==> src/rtl/bus_dma_if.sv <==
// Port bundle for bus_dma: transfer request inputs and two-phase bus signals.
// The fill-mode ports exist only when BUS_DMA_FILL_EN is defined.
interface bus_dma_if #(
  parameter int unsigned LEN_WIDTH = 16
);
  logic                 i_start;
  logic [15:0]          i_src_addr;
  logic [15:0]          i_dst_addr;
  logic [LEN_WIDTH-1:0] i_len;
  logic                 i_rdy;
  logic [7:0]           i_bus_data;
  logic [15:0]          o_bus_addr;
  logic [7:0]           o_bus_data;
  logic                 o_bus_rw;
  logic                 o_phi1;
  logic                 o_phi2;
  logic                 o_busy;
  logic                 o_done;
`ifdef BUS_DMA_FILL_EN
  logic                 i_fill;
  logic [7:0]           i_fill_data;

  modport master (
    input  i_start, i_src_addr, i_dst_addr, i_len, i_rdy, i_bus_data,
    input  i_fill, i_fill_data,
    output o_bus_addr, o_bus_data, o_bus_rw, o_phi1, o_phi2, o_busy, o_done
  );
  modport slave (
    output i_start, i_src_addr, i_dst_addr, i_len, i_rdy, i_bus_data,
    output i_fill, i_fill_data,
    input  o_bus_addr, o_bus_data, o_bus_rw, o_phi1, o_phi2, o_busy, o_done
  );
`else
  modport master (
    input  i_start, i_src_addr, i_dst_addr, i_len, i_rdy, i_bus_data,
    output o_bus_addr, o_bus_data, o_bus_rw, o_phi1, o_phi2, o_busy, o_done
  );
  modport slave (
    output i_start, i_src_addr, i_dst_addr, i_len, i_rdy, i_bus_data,
    input  o_bus_addr, o_bus_data, o_bus_rw, o_phi1, o_phi2, o_busy, o_done
  );
`endif
endinterface

==> src/rtl/bus_dma.sv <==
// Byte-copy DMA initiator for a two-phase (phi1/phi2) bus.
// Optional BUS_DMA_FILL_EN adds a write-only fill mode with a latched pattern.
module bus_dma #(
  parameter int unsigned LEN_WIDTH = 16
) (
  input  logic      i_clk,
  input  logic      i_reset,
  bus_dma_if.master bus
);
  typedef enum logic [2:0] {
    IDLE, RD_PHI1, RD_PHI2, WR_PHI1, WR_PHI2, FINISH
  } state_t;

  state_t               state, state_nx;
  logic [15:0]          src, dst;
  logic [LEN_WIDTH-1:0] len;
  logic [7:0]           data;
  logic                 zero_pend;
  logic                 fill_mode;

  always_ff @(posedge i_clk) begin
    if (i_reset) state <= IDLE;
    else         state <= state_nx;
  end

  always_comb begin
    state_nx       = state;
    bus.o_bus_addr = '0;
    bus.o_bus_data = '0;
    bus.o_bus_rw   = 1'b1;
    bus.o_phi1     = 1'b0;
    bus.o_phi2     = 1'b0;
    bus.o_busy     = 1'b0;
    bus.o_done     = 1'b0;
    case (state)
      IDLE: begin
        // a zero-length request spends one extra clock here so its done pulse lands two clocks after start
        if (zero_pend)
          state_nx = FINISH;
        else if (bus.i_start && bus.i_len != '0)
          state_nx = fill_start() ? WR_PHI1 : RD_PHI1;
      end
      RD_PHI1: begin
        bus.o_busy     = 1'b1;
        bus.o_phi1     = 1'b1;
        bus.o_bus_addr = src;
        state_nx       = RD_PHI2;
      end
      RD_PHI2: begin
        bus.o_busy     = 1'b1;
        bus.o_phi2     = 1'b1;
        bus.o_bus_addr = src;
        if (bus.i_rdy) state_nx = WR_PHI1;
      end
      WR_PHI1: begin
        bus.o_busy     = 1'b1;
        bus.o_phi1     = 1'b1;
        bus.o_bus_rw   = 1'b0;
        bus.o_bus_addr = dst;
        bus.o_bus_data = data;
        state_nx       = WR_PHI2;
      end
      WR_PHI2: begin
        bus.o_busy     = 1'b1;
        bus.o_phi2     = 1'b1;
        bus.o_bus_rw   = 1'b0;
        bus.o_bus_addr = dst;
        bus.o_bus_data = data;
        if (len == LEN_WIDTH'(1)) state_nx = FINISH;
        else                      state_nx = fill_mode ? WR_PHI1 : RD_PHI1;
      end
      FINISH: begin
        bus.o_done = 1'b1;
        state_nx   = IDLE;
      end
      default: state_nx = IDLE;
    endcase
  end

  always_ff @(posedge i_clk) begin
    if (i_reset) begin
      src       <= '0;
      dst       <= '0;
      len       <= '0;
      data      <= '0;
      zero_pend <= 1'b0;
    end else begin
      case (state)
        IDLE: begin
          if (zero_pend) begin
            zero_pend <= 1'b0;
          end else if (bus.i_start) begin
            if (bus.i_len == '0) begin
              zero_pend <= 1'b1;
            end else begin
              src <= bus.i_src_addr;
              dst <= bus.i_dst_addr;
              len <= bus.i_len;
`ifdef BUS_DMA_FILL_EN
              if (bus.i_fill) data <= bus.i_fill_data;
`endif
            end
          end
        end
        RD_PHI2: if (bus.i_rdy) data <= bus.i_bus_data;
        WR_PHI2: begin
          src <= src + 16'd1;
          dst <= dst + 16'd1;
          len <= len - LEN_WIDTH'(1);
        end
        default: ;
      endcase
    end
  end

`ifdef BUS_DMA_FILL_EN
  always_ff @(posedge i_clk) begin
    if (i_reset)
      fill_mode <= 1'b0;
    else if (state == IDLE && !zero_pend && bus.i_start && bus.i_len != '0)
      fill_mode <= bus.i_fill;
  end

  function automatic logic fill_start();
    return bus.i_fill;
  endfunction
`else
  assign fill_mode = 1'b0;

  function automatic logic fill_start();
    return 1'b0;
  endfunction
`endif
endmodule

==> src/flat_wrapper.sv <==
// flat-port wrapper written by rule: the top's interface ports become plain ports
module bus_dma_flat 
#(
  parameter int unsigned LEN_WIDTH = 16
)
  (i_clk, i_reset, bus_i_start, bus_i_src_addr, bus_i_dst_addr, bus_i_len, bus_i_rdy, bus_i_bus_data, bus_o_bus_addr, bus_o_bus_data, bus_o_bus_rw, bus_o_phi1, bus_o_phi2, bus_o_busy, bus_o_done);
  bus_dma_if #(.LEN_WIDTH(LEN_WIDTH)) bus_i ();
  input  logic i_clk;
  input  logic i_reset;
  input wire logic [$bits(bus_i.i_start)-1:0] bus_i_start;
  input wire logic [$bits(bus_i.i_src_addr)-1:0] bus_i_src_addr;
  input wire logic [$bits(bus_i.i_dst_addr)-1:0] bus_i_dst_addr;
  input wire logic [$bits(bus_i.i_len)-1:0] bus_i_len;
  input wire logic [$bits(bus_i.i_rdy)-1:0] bus_i_rdy;
  input wire logic [$bits(bus_i.i_bus_data)-1:0] bus_i_bus_data;
  output wire logic [$bits(bus_i.o_bus_addr)-1:0] bus_o_bus_addr;
  output wire logic [$bits(bus_i.o_bus_data)-1:0] bus_o_bus_data;
  output wire logic [$bits(bus_i.o_bus_rw)-1:0] bus_o_bus_rw;
  output wire logic [$bits(bus_i.o_phi1)-1:0] bus_o_phi1;
  output wire logic [$bits(bus_i.o_phi2)-1:0] bus_o_phi2;
  output wire logic [$bits(bus_i.o_busy)-1:0] bus_o_busy;
  output wire logic [$bits(bus_i.o_done)-1:0] bus_o_done;
  assign bus_i.i_start = bus_i_start;
  assign bus_i.i_src_addr = bus_i_src_addr;
  assign bus_i.i_dst_addr = bus_i_dst_addr;
  assign bus_i.i_len = bus_i_len;
  assign bus_i.i_rdy = bus_i_rdy;
  assign bus_i.i_bus_data = bus_i_bus_data;
  assign bus_o_bus_addr = bus_i.o_bus_addr;
  assign bus_o_bus_data = bus_i.o_bus_data;
  assign bus_o_bus_rw = bus_i.o_bus_rw;
  assign bus_o_phi1 = bus_i.o_phi1;
  assign bus_o_phi2 = bus_i.o_phi2;
  assign bus_o_busy = bus_i.o_busy;
  assign bus_o_done = bus_i.o_done;
  bus_dma #(.LEN_WIDTH(LEN_WIDTH)) u_core (.i_clk(i_clk), .i_reset(i_reset), .bus(bus_i));
endmodule
==> config.mk <==
export PLATFORM = sky130hd
export DESIGN_NAME = bus_dma_flat
export DESIGN_NICKNAME = d
export VERILOG_FILES = /design/src/rtl/bus_dma_if.sv /design/src/rtl/bus_dma.sv /design/src/flat_wrapper.sv
export SDC_FILE = /design/constraint.sdc
export NUM_CORES = 1
export LEC_CHECK = 0
export CAP_MARGIN = 40
export CORE_ASPECT_RATIO = 1.25
export CORE_MARGIN = 2
export CORE_UTILIZATION = 49
export DETAILED_ROUTE_END_ITERATION = 10
export HOLD_SLACK_MARGIN = 0.1
export MAX_ROUTING_LAYER = met4
export PLACE_DENSITY = 0.83
export SLEW_MARGIN = 15
export SYNTH_ARGS = -nofsm -noshare
export SYNTH_HDL_FRONTEND = slang
export SYNTH_SLANG_ARGS = --single-unit
==> constraint.sdc <==
create_clock -name i_clk -period 2.46 [get_ports i_clk]
set_input_delay 0.492 -clock i_clk [delete_from_list [all_inputs] [get_ports i_clk]]
set_output_delay 0.492 -clock i_clk [all_outputs]
set_load 0.01 [all_outputs]
# Yosys cells after proc, flatten, opt, wreduce, memory -nomap -nowiden
# Index checks and enable logic that the tools add are counted.
[word_totals]
elab_cells = 60
regBits = 60
out_inout_bits = 29
inputBits = 60
[op_classes]
n_mux = 27
n_reduce_logical = 13
addsub = 3
n_eq_ne = 11
[ops]
columns = ["operator", "n"]
rows = [
  ["$mux W16", 9],
  ["$pmux W16 S2", 4],
  ["$add A16 B1 Y16 const B", 2],
  ["$eq A16 B1 Y1 const B", 1],
  ["$logic_not A16 Y1", 1],
  ["$reduce_bool A16 Y1", 1],
  ["$sub A16 B1 Y16 const B", 1],
  ["$pmux W3 S5", 1],
  ["$mux W3", 4],
  ["$mux W1", 8],
  ["$mux W8", 1],
  ["$ne A2 B2 Y1 const B", 4],
  ["$reduce_or A2 Y1", 4],
  ["$eq A3 B2 Y1 const B", 2],
  ["$eq A3 B3 Y1 const B", 2],
  ["$reduce_and A2 Y1", 2],
  ["$reduce_and A4 Y1", 1],
  ["$reduce_or A4 Y1", 1],
  ["$eq A3 B1 Y1 const B", 1],
  ["$logic_not A3 Y1", 1],
  ["$ne A3 B1 Y1 const B", 1],
  ["$reduce_bool A2 Y1", 1],
  ["$logic_and A1 B1 Y1", 1],
]

# Longest topological paths before layout
# Gate-level depths: netlist of run 1.
[depth]
ltp_word = 5
ltp_mapped = 8
ltp_nobuf = 6

# Least setup slack after synthesis of run 1
# Ideal clock, no wire load.
[synth_path]
path_kind = "register -> output"
from = "reg u_core.state[0]"
to = "out bus_o_bus_addr[10]"
path_slack_ps = 306
n_path_buf = 3
required_ps = 1968
arrival_ps = 1662
path_stages_with_launch = 7
path_cell_list = "dfxtp_1 -> buf_6 -> or3b_1 -> buf_6 -> o21ai_1 -> clkbuf_1 -> a22o_1"
[synth_between]
elab_chain_len = 3
elab_cells_between_ends = 7
classes_between = "4 x eq/ne; 1 x mux; 2 x reduce/logical"
[synth_lines]
columns = ["element", "line", "rtl"]
rows = [
  ["start, declared", "bus_dma.sv:14", "state_t state, state_nx;"],
  ["start signal, assigned", "bus_dma.sv:23", "else state <= state_nx;"],
  ["$eq A3 B2 Y1, or another cell as far along", "bus_dma.sv:35", "case (state)"],
  ["$reduce_or A2 Y1 (no source line)", "--", ""],
  ["$pmux W16 S2 *", "bus_dma.sv:35", ""],
  ["end, declared", "flat_wrapper.sv:16", "output wire logic [$bits(bus_i.o_bus_addr)-1:0] bus_o_bus_addr;"],
]
# Every way passes the cells marked *; elsewhere a longest branch is shown, timed or not.

# Final worst setup path of run 1
[layout_path]
from = "reg u_core.state[1]"
to = "out bus_o_bus_addr[0]"
# The elaborated chain is that of the path after synthesis.

==> out/results.txt, run 1 <==
CTS H-tree depth = 3
Gr usage total = 29.6%
Worst Tran Pin Value = 0.661 ns
Worst Path Max Fanout = 16
Initial Utilization = 49.8%
EDFF count, synth = 0
Reg clk slew, reported paths = 0.07 ns
FF+latch count, synth = 60
PwrDens = 654 nW/um^2
Worst R2R Setup Slack = 0.10 ns
Area after DPL = 4640 um^2
First-pass GRT wire length = 17,800 um
DRC errors left = 0
Routed wire length = 11,200 um
Largest net degree at the start of global routing = 27
Count of cell types in the netlist = 62
Met3 Usage GRT = 4.46%
Core Util, Final = 71.6%
DR pass1 iterations = 5
Hold Fails Final Rpt = 0
Register area share after synthesis = 35.0%
Latest clock arrival within the worst-skew pair = 0.35 ns
Leak pwr = 1.98 nW
Clock power share = 30.9%
CTS sink cnt = 60
Max Cap Viol = 0
Minimum clock period = 2.42 ns
Ranking of synthesized cells by area = dfxtp_1 35%, a21oi_1 5.0%, nand3_1 4.4%
Number of setup violations in the final report = 0
Number of port buffers = 88
Most frequent cells in the layout = 62 x clkdlybuf4s50_1, 60 x dfxtp_1, 41 x buf_4, 39 x nand2_1, 38 x nor2_1
Outcome = completed
Synthesized area per cell = 8.02 um^2
Root Buffer = clkbuf_8
CP Launch Type = flip-flop
Min-Delay Path Class = reg -> reg
GR peak layer = met2
CTS Hold Bufs = 0
YS warnings = 0
I/O pins = 89
Hpwl dp = 7780 um
Commonest non-fill, non-tap cell in the layout = clkdlybuf4s50_1
WS Path Type = reg -> out
Area of the core = 6890 um^2
Chip height = 97.6 um
1st-iter DRT viols = 344
DR vias/cell = 6.26
Gate Count Post-Synth = 428
Async SR Flop Fraction = 0%
Period utilization = 98.3%
Fmax = 414 MHz
RSZ-0062 raised after global routing = true
Int Pwr = 2.18 mW
Share of cells above drive strength 1 = 14.4%
Area share of the largest cell type after synthesis = 35.0%
Fin area = 4930 um^2
Synth-to-Final Area Change = 43.6%
DRT antenna net count = 0
Chip Width = 78.9 um
Top FF cell, synth = dfxtp_1
Via count = 4,006
Final slew viol count = 0
Met1 Use GR = 33.4%
RePlAce Congestion = 0.974
Post-Syn Area = 3430 um^2
WP data required = 1.97 ns
Max Buffers Root-to-Sink = 2
# diodes = 0
Nets = 609
Grt ovf = 0
Num rows = 34
CTS tree = yes
Biggest area consumer among synthesized cells = dfxtp_1
Sw power = 1.05 mW
Net Sw Frac = 32.5%
Slew HR = 55.8%
FILL cells = 543
Crit end category = output pin
Vias in the first global route = 3,852
Total power = 3.22 mW
Syn nets = 492
DR WL/cell = 17.6 um
Arr. time, crit path = 1.93 ns
Worst vdd ir = 480 uV
Clock skew = 0.00532 ns
Gate power share = 31.0%
Met2 Use GR = 51.0%
Initial antenna violation count = 0
Die area = 7700 um^2
Share of total power in sequential cells = 38.1%
TritonCTS buffer count = 9
[worst max-delay path, cell delays in order (launching register included)]
cell and delay [ns]:
dfxtp_1 0.33, buf_6 0.13, buf_4 0.17, xnor2_2 0.15, nor2_1 0.12, buf_4 0.23
a22o_1 0.18, dlygate4sd2_1 0.27
[Yosys cell counts, types with 8 or more instances]
| library cell | count |
|---|---|
| a31oi_1 | 11 |
| nand3_1 | 30 |
| and2_1 | 10 |
| nor3_1 | 14 |
| nand4_1 | 9 |
| mux2i_1 | 8 |
| clkbuf_1 | 20 |
| nor2_1 | 38 |
| nand2_1 | 39 |
| dfxtp_1 | 60 |
| a211oi_1 | 12 |
| a2bb2oi_1 | 9 |
| a21oi_1 | 34 |
| nor4_1 | 10 |
| a22oi_1 | 8 |
| o21ai_0 | 17 |
| a22o_1 | 17 |
[per-stage QoR]
stage,setup TNS [ns],instances,hold slack (ns),setup WS (ns)
6_report,0,640,0.472,0.0427
5_1_grt,-0.335,640,0.501,-0.0409
4_1_cts,-0.318,633,0.473,-0.0708
3_5_place_dp,-3.18,617,0.463,-0.196
3_3_place_gp,-0.868,617,0.455,-0.0952
2_1_floorplan,0,428,0.443,0.306
[area by class of cell]
| class | count | area [um^2] | area share [%] |
|---|---|---|---|
| multi-input combinational | 334 | 2120 | 43.0 |
| timing repair buffer | 135 | 1260 | 25.6 |
| sequential | 60 | 1200 | 24.3 |
| clock buffer | 11 | 141 | 2.87 |
| tap | 90 | 113 | 2.28 |
| clock inverter | 5 | 75.1 | 1.52 |
| inverter | 5 | 18.8 | 0.380 |
[power groups by stage]
stage               Combinational (mW)  Sequential [mW]  Clock (mW)
floorplan                        0.533             1.19           0
CTS                              0.941             1.22        1.00
finish                            1.00             1.23       0.995
global route                      1.08             1.24        1.05
detailed placement               0.958             1.24           0
global placement                 0.933             1.23           0
[per-layer routing]
layer / part of all wire, % / wire [um]
met1: 38 / 4260
met3: 8.3 / 935
met4: 3.0 / 342
met5: 0 / 0
met2: 51 / 5710
[path summary, 6_finish.rpt]
| path | to | cells after the start | start |
|---|---|---|---|
| max | bus_o_bus_addr[0] | 7 | u_core.state[1] |
| min | u_core.len[15] | 2 | u_core.len[15] |
| max reg2reg | u_core.src[9] | 7 | u_core.state[1] |
| min reg2reg | u_core.len[15] | 2 | u_core.len[15] |
[cell families (layout without fill, tap and decap cells)]
logic type               after synthesis  count (layout)  synth area share [%]
AO/OA/AOI/OAI                        129             129                  25.5
XOR/XNOR                               8               8                  2.04
adder cells (fa/ha/maj)                4               4                  1.46
buffers and inverters                 34             156                  4.34
flip-flops                            60              60                  35.0
multiplexers                           8               8                  2.33
AND/OR/NAND/NOR                      185             185                  29.3
[timing repair]
item / in CTS / in global routing
resized for setup: 23 / 10
buffers inserted: 0 / 7
pin swaps: 0 / 0
endpoints found under the hold margin: 0 / 0
setup endpoints to repair: 26 / 6
[registers in the layout, indices dropped and copies added (netlist names)]
name,count
u_core.dst,16
u_core.len,16
u_core.src,16
u_core.data,8
u_core.state,3
u_core.zero_pend,1
Power figures use the tool's default switching activity.
==> inputs of run 2 (changes only) <==
TNS_END_PERCENT = 10   (was unset)
==> out/results.txt, run 2 (same netlist as run 1, synthesis figures left out) <==
First-pass GRT wire length = 17,800 um (-0.24%)
DRC errors left = 0 (unchanged)
Worst Path Max Fanout = 13 (-3)
WS Path Type = reg -> reg
Clock skew = 0.00690 ns (+0.00158 ns)
Total power = 3.23 mW (+0.16%)
Root Buffer = clkbuf_8
Final WS setup = 0.0428 ns (+0.000141 ns)
Latest clock arrival within the worst-skew pair = 0.35 ns (about the same)
Vias in the first global route = 3,870 (+0.47%)
# diodes = 0 (unchanged)
Most frequent cells in the layout = 62 x clkdlybuf4s50_1, 60 x dfxtp_1, 40 x buf_4, 39 x nand2_1, 38 x nor2_1
PwrDens = 654 nW/um^2 (+0.11%)
Final slew viol count = 0 (unchanged)
Hpwl dp = 7780 um (unchanged)
Die area = 7700 um^2 (unchanged)
Outcome = completed
DR WL/cell = 17.5 um (-0.55%)
Chip height = 97.6 um (unchanged)
Gr usage total = 29.6% (unchanged)
Core Util, Final = 71.6% (about the same)
Reg area = 1200 um^2 (unchanged)
Reg clk slew, reported paths = 0.07 ns (about the same)
Minimum clock period = 2.42 ns (-0.000141 ns)
Slew HR = 56.9% (+1.1 points)
Min-Delay Path Class = reg -> reg
Worst R2R Setup Slack = 0.04 ns (-0.06 ns)
Commonest non-fill, non-tap cell in the layout = clkdlybuf4s50_1
RePlAce Congestion = 0.974 (unchanged)
Routed wire length = 11,200 um (-0.55%)
Area taken by multi-input logic gates = 2120 um^2 (about the same)
I/O pins = 89 (unchanged)
Worst vdd ir = 487 uV (+1.4%)
Number of setup violations in the final report = 0 (unchanged)
Largest net degree at the start of global routing = 27 (unchanged)
Period utilization = 98.3% (about the same)
DR vias/cell = 6.22 (-0.62%)
CTS H-tree depth = 3 (unchanged)
Chip Width = 78.9 um (unchanged)
Crit end category = flip-flop
Via count = 3,981 (-0.62%)
DR pass1 iterations = 6 (+1)
FILL cells = 542 (-0.18%)
CP Launch Type = flip-flop
CTS tree = yes
Dpl ws = -0.196 ns (unchanged)
Synth-to-Final Area Change = 43.7% (about the same)
RSZ-0062 raised after global routing = true
Largest regs = u_core.dst: 16 flops, u_core.len: 16 flops, u_core.src: 16 flops
Leak pwr = 1.98 nW (about the same)
Nets = 609 (unchanged)
Arr. time, crit path = 2.62 ns (+0.69 ns)
Max Cap Viol = 0 (unchanged)
Share of cells above drive strength 1 = 14.4% (unchanged)
DRT antenna net count = 0 (unchanged)
WP data required = 2.67 ns (+0.70 ns)
Area of the core = 6890 um^2 (unchanged)
Initial antenna violation count = 0 (unchanged)
CTS Hold Bufs = 0 (unchanged)
Initial Utilization = 49.8% (unchanged)
1st-iter DRT viols = 367 (+6.7%)
CTS sink cnt = 60 (unchanged)
Worst Tran Pin Value = 0.643 ns (-0.0171 ns)
TritonCTS buffer count = 9 (unchanged)
Grt ovf = 0 (unchanged)
Fmax = 414 MHz (about the same)
Num rows = 34 (unchanged)
TNS Setup = 0 ns (unchanged)
Max Buffers Root-to-Sink = 2 (unchanged)
Hold Fails Final Rpt = 0 (unchanged)
Number of port buffers = 88 (unchanged)
run 2: final timing paths:
path / to / start / cells past startpoint
setup / recovery: u_core.src[10] / u_core.state[0] / 6
hold / removal: u_core.len[15] / u_core.len[15] / 2
setup reg to reg: u_core.src[10] / u_core.state[0] / 6
hold reg to reg: u_core.len[15] / u_core.len[15] / 2
run 2: timing repair:
| item | 4_1_cts | 5_1_grt |
|---|---|---|
| gates resized for setup | 23 | 10 |
| setup endpoints to repair | 26 | 6 |
| buffers inserted | 0 | 7 |
run 2: power breakdown:
| part | switching (mW) | leakage, nW | internal, mW |
|---|---|---|---|
| clock | 0.408 | 0.113 | 0.593 |
| combinational | 0.497 | 1.38 | 0.504 |
| sequential | 0.145 | 0.492 | 1.08 |
run 2: per-stage QoR:
stage / instances / instance area, um^2 / hold WS, ns
finish: 640 / 4940 / 0.475
global route: 640 / 4940 / 0.501
CTS: 633 / 4850 / 0.473
detailed placement: 617 / 4640 / 0.463
global placement: 617 / 4640 / 0.455
floorplan: 428 / 3430 / 0.443
run 2: area by class of cell:
type | count | share of cell area (%)
Clock inverter | 5 | 1.52
Inverter | 5 | 0.380
Sequential cell | 60 | 24.3
Clock buffer | 11 | 2.86
Timing Repair Buffer | 135 | 25.7
Tap cell | 90 | 2.28
Multi-Input combinational cell | 334 | 42.9
run 2: per-layer routing:
layer	global-route usage (%)	wire (um)	part of all wire (%)	vias up
met5	-	0	0	-
met4	13.5	395	3.5	0
met3	4.46	869	7.8	38
met2	51.2	5650	50	230
met1	33.2	4270	38	1846
li1	-	-	-	1867
run 2: critical path, stage by stage, from the launching register on:
cell and delay (ns):
dfxtp_1 0.32, buf_6 0.12, buf_4 0.15, or4b_1 0.59, nor3_4 0.53, nor3_1 0.10, a2111oi_0 0.45
==> inputs of run 3 (changes only) <==
CAP_MARGIN = 10   (was 40)
CORE_UTILIZATION = 51   (was 49)
CTS_BUF_LIST = sky130_fd_sc_hd__clkbuf_8   (was unset)
PLACE_DENSITY = 0.86   (was 0.83)
==> out/results.txt, run 3 (same netlist as run 1, synthesis figures left out) <==
Outcome = completed
Reg clk slew, reported paths = 0.07 ns (about the same)
Commonest non-fill, non-tap cell in the layout = clkdlybuf4s50_1
PwrDens = 680 nW/um^2 (+4.0%)
Die area = 7410 um^2 (-3.7%)
Hold Fails Final Rpt = 0 (unchanged)
Latest clock arrival within the worst-skew pair = 0.35 ns (about the same)
Initial antenna violation count = 0 (unchanged)
Critical Path Source = u_core.state[0]
DR pass1 iterations = 5 (-1)
CTS sink cnt = 60 (unchanged)
DR WL/cell = 17.8 um (+1.7%)
Dpl ws = -0.186 ns (+0.0101 ns)
Largest net degree at the start of global routing = 26 (-3.7%)
CTS tree = yes
Max Cap Viol = 0 (unchanged)
Fmax = 417 MHz (+0.81%)
DRC errors left = 0 (unchanged)
Worst vdd ir = 535 uV (+9.8%)
Nets = 603 (-0.99%)
Chip height = 95.8 um (-1.9%)
Area of the core = 6520 um^2 (-5.3%)
CP Cell Sequence = or3b_1, o21ai_2, buf_4, buf_12, a22o_1, dlygate4sd2_1
Largest regs = u_core.dst: 16 flops, u_core.len: 16 flops, u_core.src: 16 flops
Final WS setup = 0.0621 ns (+0.0193 ns)
# diodes = 0 (unchanged)
Clock skew = 0.00747 ns (+0.000574 ns)
Crit end category = output pin
Fin area = 4900 um^2 (-0.79%)
RSZ-0062 raised after global routing = true
DRT antenna net count = 0 (unchanged)
Share of cells above drive strength 1 = 13.6% (-0.76 points)
1st-iter DRT viols = 328 (-11%)
Max Buffers Root-to-Sink = 2 (unchanged)
Vias in the first global route = 3,808 (-1.6%)
Via count = 3,974 (-0.18%)
Minimum clock period = 2.40 ns (-0.0193 ns)
CTS H-tree depth = 3 (unchanged)
Root Buffer = clkbuf_8
Number of port buffers = 88 (unchanged)
Worst Tran Pin Value = 0.632 ns (-0.0110 ns)
Initial Utilization = 52.6% (+2.8 points)
Synth-to-Final Area Change = 42.6%
Hold_sp = u_core.len[13]
Gr usage total = 32.0% (+2.4 points)
CTS Hold Bufs = 0 (unchanged)
Worst Path Max Fanout = 16 (+3)
Routed wire length = 11,200 um (+0.25%)
Number of setup violations in the final report = 0 (unchanged)
Chip Width = 77.4 um (-1.9%)
RePlAce Congestion = 1.06 (+9.0%)
Min-Delay Path Class = reg -> reg
Leak pwr = 1.90 nW (-4.0%)
TritonCTS buffer count = 9 (unchanged)
Reg-to-Reg Start = u_core.state[0]
Final slew viol count = 0 (unchanged)
DR vias/cell = 6.30 (+1.2%)
Fin Hold WS = 0.482 ns (+0.00612 ns)
Arr. time, crit path = 1.91 ns (-0.71 ns)
CP max-delay cell = or3b_1
I/O pins = 89 (unchanged)
Area after DPL = 4630 um^2 (-0.24%)
First-pass GRT wire length = 18,200 um (+2.3%)
Max incr delay on CP = 0.41 ns (-0.18 ns)
Num rows = 33 (-2.9%)
Slew HR = 57.7% (+0.76 points)
Most frequent cells in the layout = 62 x clkdlybuf4s50_1, 60 x dfxtp_1, 39 x nand2_1, 37 x nor2_1
Hpwl dp = 8050 um (+3.4%)
WS Path Type = reg -> out
Grt ovf = 0 (unchanged)
CP Launch Type = flip-flop
WP data required = 1.97 ns (-0.70 ns)
Period utilization = 97.5% (-0.79 points)
run 3: worst max-delay path: cells and delay by family (launching register included):
family	cells	cell delay, ns
AO/OA/AOI/OAI	2	0.27
buffers and inverters	3	0.55
flip-flops	1	0.32
AND/OR/NAND/NOR	1	0.41
run 3: routing by layer:
metal  share of wire, %  track usage, %  wire (um)  up-vias
li1                   -               -          -     1861
met1                 38            35.4       4310     1897
met2                 52            56.8       5880      177
met3                6.4            4.69        715       39
met4                2.7            15.8        305        0
met5                  0               -          0        -
run 3: final timing paths:
check,cells past startpoint,slack [ns],to
max,6,0.06,bus_o_bus_addr[2]
min,2,0.48,u_core.len[13]
max reg2reg,5,0.19,u_core.dst[10]
min reg2reg,2,0.48,u_core.len[13]
run 3: what timing repair did:
item | 4_1_cts | 5_1_grt
resized for setup | 32 | 1
setup endpoints to repair | 26 | 3
pin swaps | 1 | 1
buffers inserted | 0 | 1
gates cloned | 1 | 0
run 3: area by class of cell:
class | count | area (um^2)
Multi-Input combinational cell | 334 | 2110
Fill cell | 519 | 1630
Timing Repair Buffer | 129 | 1210
Sequential cell | 60 | 1200
Clock buffer | 10 | 138
Clock inverter | 6 | 111
Tap cell | 87 | 109
Inverter | 5 | 18.8
run 3: per-stage QoR:
step | utilization [%] | power [mW] | instances | setup TNS [ns]
global route | 75.1 | 3.47 | 631 | -0.0226
CTS | 74.9 | 3.32 | 630 | -0.0972
finish | 75.1 | 3.33 | 631 | 0
detailed placement | 71.0 | 2.19 | 613 | -3.61
floorplan | - | 1.72 | 428 | 0
global placement | 71.0 | 2.16 | 613 | -1.57
run 3: report_power, final:
part	leakage, nW	switching, mW	internal (mW)
Combinational	1.29	0.493	0.488
Sequential	0.492	0.139	1.08
Clock	0.122	0.428	0.700
